$ cat src/rtl/inv_aes_pkg.sv
// Shared types, constants and GF(2^8) / column helpers for the inverse AES
// AddRoundKey + column-serial InvMixColumns stage.
package inv_aes_pkg;

  typedef logic [31:0]  aes_word_t;
  typedef logic [127:0] aes_state_t;

  localparam int NUM_COLS = 4;

  typedef enum logic [1:0] {
    IDLE = 2'd0,
    MIX  = 2'd1,
    DONE = 2'd2
  } colseq_state_e;

  // Column idx of a state; column 0 lives in the top word [127:96].
  function automatic aes_word_t col_get(input aes_state_t s, input logic [1:0] idx);
    return s[(NUM_COLS - 1 - int'(idx)) * 32 +: 32];
  endfunction

  // Returns s with column idx replaced by w.
  function automatic aes_state_t col_put(input aes_state_t s, input logic [1:0] idx,
                                         input aes_word_t w);
    aes_state_t r;
    r = s;
    r[(NUM_COLS - 1 - int'(idx)) * 32 +: 32] = w;
    return r;
  endfunction

  // Multiply by x modulo the AES polynomial x^8+x^4+x^3+x+1.
  function automatic logic [7:0] xtime(input logic [7:0] a);
    return {a[6:0], 1'b0} ^ (a[7] ? 8'h1b : 8'h00);
  endfunction

  // Multiply by a 4-bit constant using a precomputed doubling chain.
  function automatic logic [7:0] gmul(input logic [7:0] a, input logic [3:0] c);
    logic [7:0] x2, x4, x8;
    x2 = xtime(a);
    x4 = xtime(x2);
    x8 = xtime(x4);
    return (c[0] ? a : 8'h00) ^ (c[1] ? x2 : 8'h00) ^
           (c[2] ? x4 : 8'h00) ^ (c[3] ? x8 : 8'h00);
  endfunction

endpackage

$ cat src/rtl/inv_aes_mixw.sv
// One-column InvMixColumns: purely combinational GF(2^8) matrix multiply.
// Row 0 of the column is the top byte [31:24].
module inv_aes_mixw
  import inv_aes_pkg::*;
(
  input  aes_word_t w_i,
  output aes_word_t mixw_o
);

  logic [7:0] w_a0, w_a1, w_a2, w_a3;

  assign w_a0 = w_i[31:24];
  assign w_a1 = w_i[23:16];
  assign w_a2 = w_i[15:8];
  assign w_a3 = w_i[7:0];

  // Circulant inverse matrix rows {0e,0b,0d,09} rotated per output row.
  assign mixw_o[31:24] = gmul(w_a0, 4'he) ^ gmul(w_a1, 4'hb) ^ gmul(w_a2, 4'hd) ^ gmul(w_a3, 4'h9);
  assign mixw_o[23:16] = gmul(w_a0, 4'h9) ^ gmul(w_a1, 4'he) ^ gmul(w_a2, 4'hb) ^ gmul(w_a3, 4'hd);
  assign mixw_o[15:8]  = gmul(w_a0, 4'hd) ^ gmul(w_a1, 4'h9) ^ gmul(w_a2, 4'he) ^ gmul(w_a3, 4'hb);
  assign mixw_o[7:0]   = gmul(w_a0, 4'hb) ^ gmul(w_a1, 4'hd) ^ gmul(w_a2, 4'h9) ^ gmul(w_a3, 4'he);

endmodule

$ cat src/rtl/inv_aes_ark_colseq.sv
// Inverse-cipher round stage: AddRoundKey on accept, then InvMixColumns
// applied MIX_LANES columns per cycle, result held until the consumer pops it.
// Optional feature macro: INV_ARK_LAST_ROUND_EN adds last_i; a block accepted
// with last_i=1 skips the mix pass (AddRoundKey only).
module inv_aes_ark_colseq
  import inv_aes_pkg::*;
#(
  parameter int MIX_LANES = 1
) (
  input  logic         clk_i,
  input  logic         rst_i,
  input  logic         in_valid_i,
  output logic         in_ready_o,
  input  logic [127:0] state_i,
  input  logic [127:0] key_i,
  output logic         out_valid_o,
  input  logic         out_ready_i,
  output logic [127:0] state_o,
  output logic         busy_o
`ifdef INV_ARK_LAST_ROUND_EN
  ,
  input  logic         last_i
`endif
);

  if (MIX_LANES != 1 && MIX_LANES != 2 && MIX_LANES != 4) begin : g_bad_lanes
    $fatal(1, "inv_aes_ark_colseq: MIX_LANES must be 1, 2 or 4");
  end

  // Column group that finishes the mix pass, and the per-cycle column step.
  localparam logic [1:0] LAST_COL = 2'(NUM_COLS - MIX_LANES);
  localparam logic [1:0] COL_STEP = 2'(MIX_LANES);

  colseq_state_e r_state, w_state_next;
  logic [1:0]    r_col, w_col_next;
  aes_state_t    r_buf, w_buf_next;

  aes_word_t     w_lane_in  [MIX_LANES];
  aes_word_t     w_lane_out [MIX_LANES];

  // Lane l mixes column r_col+l of the buffer.
  for (genvar l = 0; l < MIX_LANES; l++) begin : g_lane
    assign w_lane_in[l] = col_get(r_buf, r_col + 2'(l));
    inv_aes_mixw u_mixw (
      .w_i    (w_lane_in[l]),
      .mixw_o (w_lane_out[l])
    );
  end

  // Next-state, column counter and buffer update.
  always_comb begin
    // NOTE: every signal gets a default before the case so no path leaves it unassigned (no latches).
    w_state_next = r_state;
    w_col_next   = r_col;
    w_buf_next   = r_buf;
    unique case (r_state)
      IDLE: begin
        // Inputs are sampled only on an accepted handshake, so idle garbage never reaches r_buf.
        if (in_valid_i) begin
          w_buf_next   = state_i ^ key_i;
          w_col_next   = '0;
          w_state_next = MIX;
`ifdef INV_ARK_LAST_ROUND_EN
          if (last_i) w_state_next = DONE;
`endif
        end
      end
      MIX: begin
        for (int l = 0; l < MIX_LANES; l++) begin
          w_buf_next = col_put(w_buf_next, r_col + 2'(l), w_lane_out[l]);
        end
        w_col_next = r_col + COL_STEP;
        if (r_col == LAST_COL) w_state_next = DONE;
      end
      DONE: begin
        if (out_ready_i) w_state_next = IDLE;
      end
      default: w_state_next = IDLE;
    endcase
  end

  // State register; reset discards any partly mixed block.
  always_ff @(posedge clk_i) begin
    // NOTE: sequential state uses non-blocking assignments so all registers update together.
    if (rst_i) begin
      r_state <= IDLE;
      r_col   <= '0;
      // NOTE: the data buffer is reset too, because state_o must read zero after reset.
      r_buf   <= '0;
    end else begin
      r_state <= w_state_next;
      r_col   <= w_col_next;
      r_buf   <= w_buf_next;
    end
  end

  assign in_ready_o  = (r_state == IDLE) & ~rst_i;
  assign out_valid_o = (r_state == DONE) & ~rst_i;
  assign busy_o      = (r_state != IDLE) & ~rst_i;
  assign state_o     = rst_i ? '0 : r_buf;

endmodule

$ cat config.mk
export PLATFORM = sky130hd
export DESIGN_NAME = inv_aes_ark_colseq
export DESIGN_NICKNAME = d
export VERILOG_FILES = /design/src/rtl/inv_aes_pkg.sv /design/src/rtl/inv_aes_mixw.sv /design/src/rtl/inv_aes_ark_colseq.sv
export SDC_FILE = /design/constraint.sdc
export NUM_CORES = 1
export LEC_CHECK = 0
export BUFFER_PORTS_ARGS = -buffer_cell sky130_fd_sc_hd__buf_2
export CAP_MARGIN = 0
export CORE_AREA = 2 2 150 152
export CTS_CLUSTER_DIAMETER = 50
export DETAILED_ROUTE_END_ITERATION = 8
export DIE_AREA = 0 0 152 154
export PLACE_DENSITY = 0.91
export SYNTH_ARGS = -nofsm -noshare
export SYNTH_HDL_FRONTEND = slang
export SYNTH_SLANG_ARGS = --single-unit
$ cat constraint.sdc
create_clock -name clk_i -period 8.1 [get_ports clk_i]
set_input_delay 1.62 -clock clk_i [delete_from_list [all_inputs] [get_ports clk_i]]
set_output_delay 1.62 -clock clk_i [all_outputs]
set_load 0.005 [all_outputs]
==> metrics.yaml, run 1 <==
setup_viol: 0
crit_path_cell_trace: "buf_6, buf_4, nor2b_1, buf_2"
grt_pass1_vias: 10641
initial_utilization_pct: 48.6
fin_tns_setup_ns: 0
cts_setup_buffers: 0
drt-total-wl_mm: 39.6
worstPathRequired_ns: 6.48
fin_crit_ns: 4.77
synth_area_sq_mm: 0.0105
syn_area_per_cell_sq_um: 9.27
cp_slowest_cell: "buf_4"
cts_tree: "done"
p_leak_nw: 5.92
yosysTopAreaCell: "dfxtp_1"
synth_area_leaders: "dfxtp_1 25%, xor2_1 12%, xnor2_1 9.8%"
worst-endpoint-arrival_ns: 3.15
synth_nets: 1401
cts_made_buffers: 17
regArea_sq_mm: 0.00265
dp_cells: 1725
clock_skew_ns: 0.0191
period_share_pct: 58.9
wl_per_cell_um: 22.5
grt_use_total_pct: 32.2
slowest_delay_ns: 0.70
yosys_register_bits: 132
clk_latency_ns: 0.43
cts-root-buf: "clkbuf_16"
nets: 1728
multi_input_area_sq_mm: 0.00747
cts-htree-levels: 4
portBuffers: 390
layout_common_cells: "389 x buf_2, 143 x xor2_1, 130 x dfxtp_1"
antenna_found_initial: 0
rsz0062_at_grt: "no"
rows: 54
ir_drop_mv: 0.334
outcome: "finished, final reports clean"
hold_viol: 0
critPathTopFamily: "buffers and inverters"
grt_max_degree: 85
drv_cap: 0
power.density_mw_per_mm2: 398
first_pass_iters: 6
fp.dieH_um: 154
stdcell_count: 1757
cts_hold_buf: 0
die-area_sq_mm: 0.0234
startpoint_type: "input port"
clk_pin_slew_worst_paths_ns: 0.06
viasPerCell: 6.07
antenna_cells: 0
nFillCells: 1772
slew_headroom_pct: 11.1
gp_congestion: 0.966
critPathKind: "input port to output pin"
slew_viol_final: 0
drive_gt1_share_pct: 33.9
post_cts_resized: 0
ys_seq_area_share_pct: 25.1
pin_count: 391
crit_buf_inv: 3
worst_slew_pin_slew_ns: 1.33
yosys_warnings: 0
gr-total-overflow: 0
synth_top_cell_area_share_pct: 25.1
die_w_um: 152
clk_path_buf_depth: 2
core_region_area_sq_mm: 0.0217
syn2layout_area_growth_pct: 25.4
cts.sinks: 132
drc_errors: 0
synth_cell_type_count: 44
final_antenna_net_count: 0
final_common_cell: "buf_2"
vias: 10668
worstHoldPathType: "flop to flop"
critical_path.endpoint_type: "output pin"
dp_hpwl_mm: 28.8
grt_pass1_wl_mm: 59.4
cp_max_fo: 84
synthCells: 1137
fmax_mhz: 209
drt_iter0_drc: 1254
## cell type report
| class | count | area share (%) |
|---|---|---|
| multi-input combinational | 905 | 56.5 |
| sequential | 132 | 20.0 |
| timing repair buffer | 406 | 15.7 |
| clock buffer | 18 | 3.32 |
| tap | 280 | 2.65 |
| clock inverter | 14 | 1.69 |
| inverter | 2 | 0.0568 |
## kinds of logic after synthesis
family,after synthesis,synth area share [%]
simple gates,362,17.1
xor+xnor,313,31.9
compound gates,194,14.1
flops,132,25.1
buf+inv,100,4.33
mux,32,6.91
fa+ha+maj,4,0.475
## registers in the layout, indices dropped and copies added, names as in the netlist
signal   cells
r_buf      128
r_col        2
r_state      2
## stage by stage
step	setup slack (ns)	power (W)	util [%]	hold slack (ns)	cell area, sq um
final	3.33	0.00525	60.9	0.510	13200
after CTS	3.37	0.00519	60.9	0.504	13200
after floorplan	3.94	0.00331	-	0.472	10500
after global placement	3.44	0.00425	57.9	0.486	12600
after global routing	3.20	0.00545	60.9	0.535	13200
after detailed placement	3.38	0.00428	57.9	0.492	12600
## cells in the mapped netlist (all sizes together)
| cell | count |
|---|---|
| nor2 | 102 |
| o22a | 1 |
| ha | 4 |
| xor3 | 3 |
| xnor3 | 30 |
| clkbuf | 70 |
| xor2 | 146 |
| o21ai | 12 |
| nor4 | 1 |
| and3 | 2 |
| a211oi | 1 |
| nand2 | 45 |
| o221a | 4 |
| nand4 | 1 |
| nor2b | 129 |
| nand2b | 4 |
| or4 | 1 |
| nand3 | 2 |
| a2bb2oi | 41 |
| mux4 | 32 |
| a21oi | 46 |
| a22oi | 1 |
| o221ai | 12 |
| buf | 28 |
| a21o | 4 |
| inv | 2 |
| dfxtp | 132 |
| and4 | 1 |
| nor3 | 74 |
| xnor2 | 134 |
| o21bai | 1 |
| a221oi | 71 |
## worst reg2reg max path, cell delays in order, from the launching register on
cell	delay, ns
dfxtp_2	0.31
buf_4	0.61
mux4_1	0.89
xnor2_2	0.58
xnor3_1	0.57
xnor3_2	0.45
xnor2_1	0.37
a221oi_1	0.16
nor3_1	0.19
## final timing paths
kind	endpoint	cells after the start	start	slack [ns]
setup / recovery	state_o[112]	4	rst_i	3.33
hold / removal	r_buf[56]$_SDFFE_PP0P_	2	r_buf[56]$_SDFFE_PP0P_	0.51
setup reg to reg	r_buf[92]$_SDFFE_PP0P_	8	r_col[0]$_SDFFE_PP0P_	3.91
hold reg to reg	r_buf[56]$_SDFFE_PP0P_	2	r_buf[56]$_SDFFE_PP0P_	0.51
## power breakdown
part           internal [W]  switching, W  leakage, nW  total (W)
combinational       0.00146       0.00211         4.51    0.00357
clock              0.000559      0.000325        0.318   0.000885
sequential         0.000736     0.0000664         1.10   0.000802
total               0.00276       0.00250         5.92    0.00525
## per-layer routing
metal  vias to the layer above  share of wire (%)  global-route usage (%)
met2                       864                 49                    54.1
met3                       140                 11                    5.95
met1                      5020                 36                    40.3
met5                         -                  0                       0
met4                         0                4.3                    15.3
li1                       4644                  -                       -
Power figures use the tool's default switching activity.
==> run 2: changes to the inputs <==
- CORE_AREA: 2 2 150 152 -> not set
- CORE_ASPECT_RATIO: not set -> 2
- CORE_MARGIN: not set -> 1
- CORE_UTILIZATION: not set -> 46
- DIE_AREA: 0 0 152 154 -> not set
- PLACE_DENSITY: 0.91 -> 0.9
- clock period: 8.1 -> 4.3 ns (I/O delays scaled with it)
==> metrics.yaml, run 2 (synthesis gave the netlist of run 1 again) <==
outcome: "finished, final reports clean"  # unchanged
cts_tree: "done"  # unchanged
crit_buf_inv: 1  # was 3
clk_latency_ns: 0.43  # about the same
cts_made_buffers: 17  # unchanged
fp.dieH_um: 216  # was 154 um
die-area_sq_mm: 0.0236  # was 0.0234 sq mm
reg_top3: "r_buf: 128 flops, r_col: 2 flops, r_state: 2 flops"  # unchanged
hp-start: "r_buf[66]$_SDFFE_PP0P_"  # was r_buf[56]$_SDFFE_PP0P_
placed_area_sq_mm: 0.0127  # was 0.0126 sq mm
dp_hpwl_mm: 31.2  # was 28.8 mm
period_share_pct: 88.1
grt_use_total_pct: 34.3  # was 32.2%
slew_viol_final: 0  # unchanged
syn2layout_area_growth_pct: 25.0  # was 25.4%
power.density_mw_per_mm2: 742  # was 398 mW/mm^2
viasPerCell: 5.96  # was 6.07
cts_setup_buffers: 0  # unchanged
clock_skew_ns: 0.0108  # was 0.0191 ns
holdPathEnd: "r_buf[66]$_SDFFE_PP0P_"  # was r_buf[56]$_SDFFE_PP0P_
rr_endpoint: "r_buf[68]$_SDFFE_PP0P_"  # was r_buf[92]$_SDFFE_PP0P_
drive_gt1_share_pct: 34.2  # was 33.9%
initial_utilization_pct: 46.7  # was 48.6%
max_flop_register: "r_buf"  # unchanged
clk_pin_slew_worst_paths_ns: 0.06  # about the same
ir_drop_mv: 0.450  # was 0.334 mV
fin_crit_ns: 3.79
vias: 10525  # was 10,668
fin_tns_setup_ns: 0  # unchanged
nets: 1739  # was 1,728
cts_hold_buf: 0  # unchanged
setup_viol: 0  # unchanged
gp_congestion: 0.985  # was 0.966
cp_slowest_cell: "mux4_2"  # was buf_4
final_common_cell: "buf_2"  # unchanged
drt-total-wl_mm: 40.7  # was 39.6 mm
gr-total-overflow: 0  # unchanged
antenna_found_initial: 0  # unchanged
cp_max_fo: 10  # was 84
post_cts_resized: 0  # unchanged
crit_path_start: "r_col[0]$_SDFFE_PP0P_"  # was rst_i
hold_viol: 0  # unchanged
stdcell_area_sq_mm: 0.0132  # about the same
rsz0062_at_grt: "no"  # unchanged
crit_path_cell_trace: "buf_4, mux4_2, xnor2_2, xnor3_1, xnor3_2, xnor2_1, a221oi_1, nor3_1"  # was buf_6, buf_4, nor2b_1, buf_2
rrSetupSlack_ns: 0.51  # was 3.91 ns
grt_pass1_vias: 10520  # was 10,641
grt_pass1_wl_mm: 59.5  # was 59.4 mm
drv_cap: 0  # unchanged
nFillCells: 1976  # was 1,772
cts.sinks: 132  # unchanged
die_w_um: 109  # was 152 um
core_region_area_sq_mm: 0.0225  # was 0.0217 sq mm
slew_headroom_pct: 17.5  # was 11.1%
grt_max_degree: 95  # was 85
drt_iter0_drc: 833  # was 1,254
startpoint_type: "flop"  # was input port
hold_depth: 2  # unchanged
first_pass_iters: 6  # unchanged
critical_path.endpoint_type: "flop"  # was output pin
clk_path_buf_depth: 2  # unchanged
p_leak_nw: 5.92  # about the same
drc_errors: 0  # unchanged
worstRegToRegCells: 8  # unchanged
final_antenna_net_count: 0  # unchanged
slowest_delay_ns: 0.66  # was 0.70 ns
worst-endpoint-arrival_ns: 4.13  # was 3.15 ns
rows: 78  # was 54
fmax_mhz: 264
worstReg2RegStart: "r_col[0]$_SDFFE_PP0P_"  # unchanged
largest_reg_flops: 128  # unchanged
cts-htree-levels: 4  # unchanged
cts-root-buf: "clkbuf_16"  # unchanged
wl_per_cell_um: 23.0  # was 22.5 um
pin_count: 391  # unchanged
antenna_cells: 0  # unchanged
critPathKind: "flop to flop"  # was input port to output pin
layout_common_cells: "389 x buf_2, 143 x xor2_1, 130 x dfxtp_1"  # unchanged
worstPathRequired_ns: 4.64  # was 6.48 ns
portBuffers: 390  # unchanged
worstHoldPathType: "flop to flop"  # unchanged
critPathTopFamily: "XOR/XNOR gates"  # was buffers and inverters
worst_slew_pin_slew_ns: 1.24  # was 1.33 ns
[run 2: worst reg2reg max path, cell delays in order, from the launching register on]
cell and delay [ns]:
dfxtp_2 0.59, buf_4 0.28, mux4_2 0.66, xnor2_2 0.39, xnor3_1 0.51, xnor3_2 0.45, xnor2_1 0.48, a221oi_1 0.19
nor3_1 0.17
[run 2: final cells by class]
type / instances / area, sq um / area share [%]
Timing Repair Buffer: 417 / 2190 / 16.6
Clock inverter: 9 / 57.6 / 0.437
Multi-Input combinational cell: 905 / 7480 / 56.7
Inverter: 2 / 7.51 / 0.0570
Clock buffer: 22 / 454 / 3.45
Sequential cell: 132 / 2650 / 20.1
Tap cell: 280 / 350 / 2.66
[run 2: metrics by stage]
step	hold slack (ns)	setup slack, ns	cells	utilization, %	total power, W
2_1_floorplan	0.472	1.26	1137	-	0.00624
4_1_cts	0.501	0.516	1767	58.5	0.00969
6_report	0.507	0.510	1767	58.5	0.00977
3_3_place_gp	0.484	0.639	1736	56.2	0.00831
5_1_grt	0.517	0.427	1767	58.5	0.0102
3_5_place_dp	0.490	0.564	1736	56.2	0.00836
[run 2: worst max path at each step]
| stage | end | slack, ns | cells past startpoint |
|---|---|---|---|
| 5_1_grt | r_buf[68]$_SDFFE_PP0P_ | 0.43 | 8 |
| 4_1_cts | r_buf[68]$_SDFFE_PP0P_ | 0.52 | 8 |
| 3_3_place_gp | r_buf[75]$_SDFFE_PP0P_ | 0.64 | 8 |
| 6_report | r_buf[68]$_SDFFE_PP0P_ | 0.51 | 8 |
| 3_5_place_dp | r_buf[68]$_SDFFE_PP0P_ | 0.56 | 8 |
| 2_1_floorplan | r_buf[68]$_SDFFE_PP0P_ | 1.26 | 9 |
[run 2: power by group]
part / switching (W) / total [W] / internal, W
combinational: 0.00409 / 0.00694 / 0.00286
sequential: 0.000129 / 0.00152 / 0.00139
clock: 0.000571 / 0.00132 / 0.000746
total: 0.00479 / 0.00977 / 0.00499
[run 2: routing by layer]
layer,GRT usage [%],up-vias,share of wire [%]
met5,0,-,0
met4,22.4,0,6.2
met3,4.48,166,8.0
met2,59.9,761,52
met1,37.9,4930,34
li1,-,4668,-
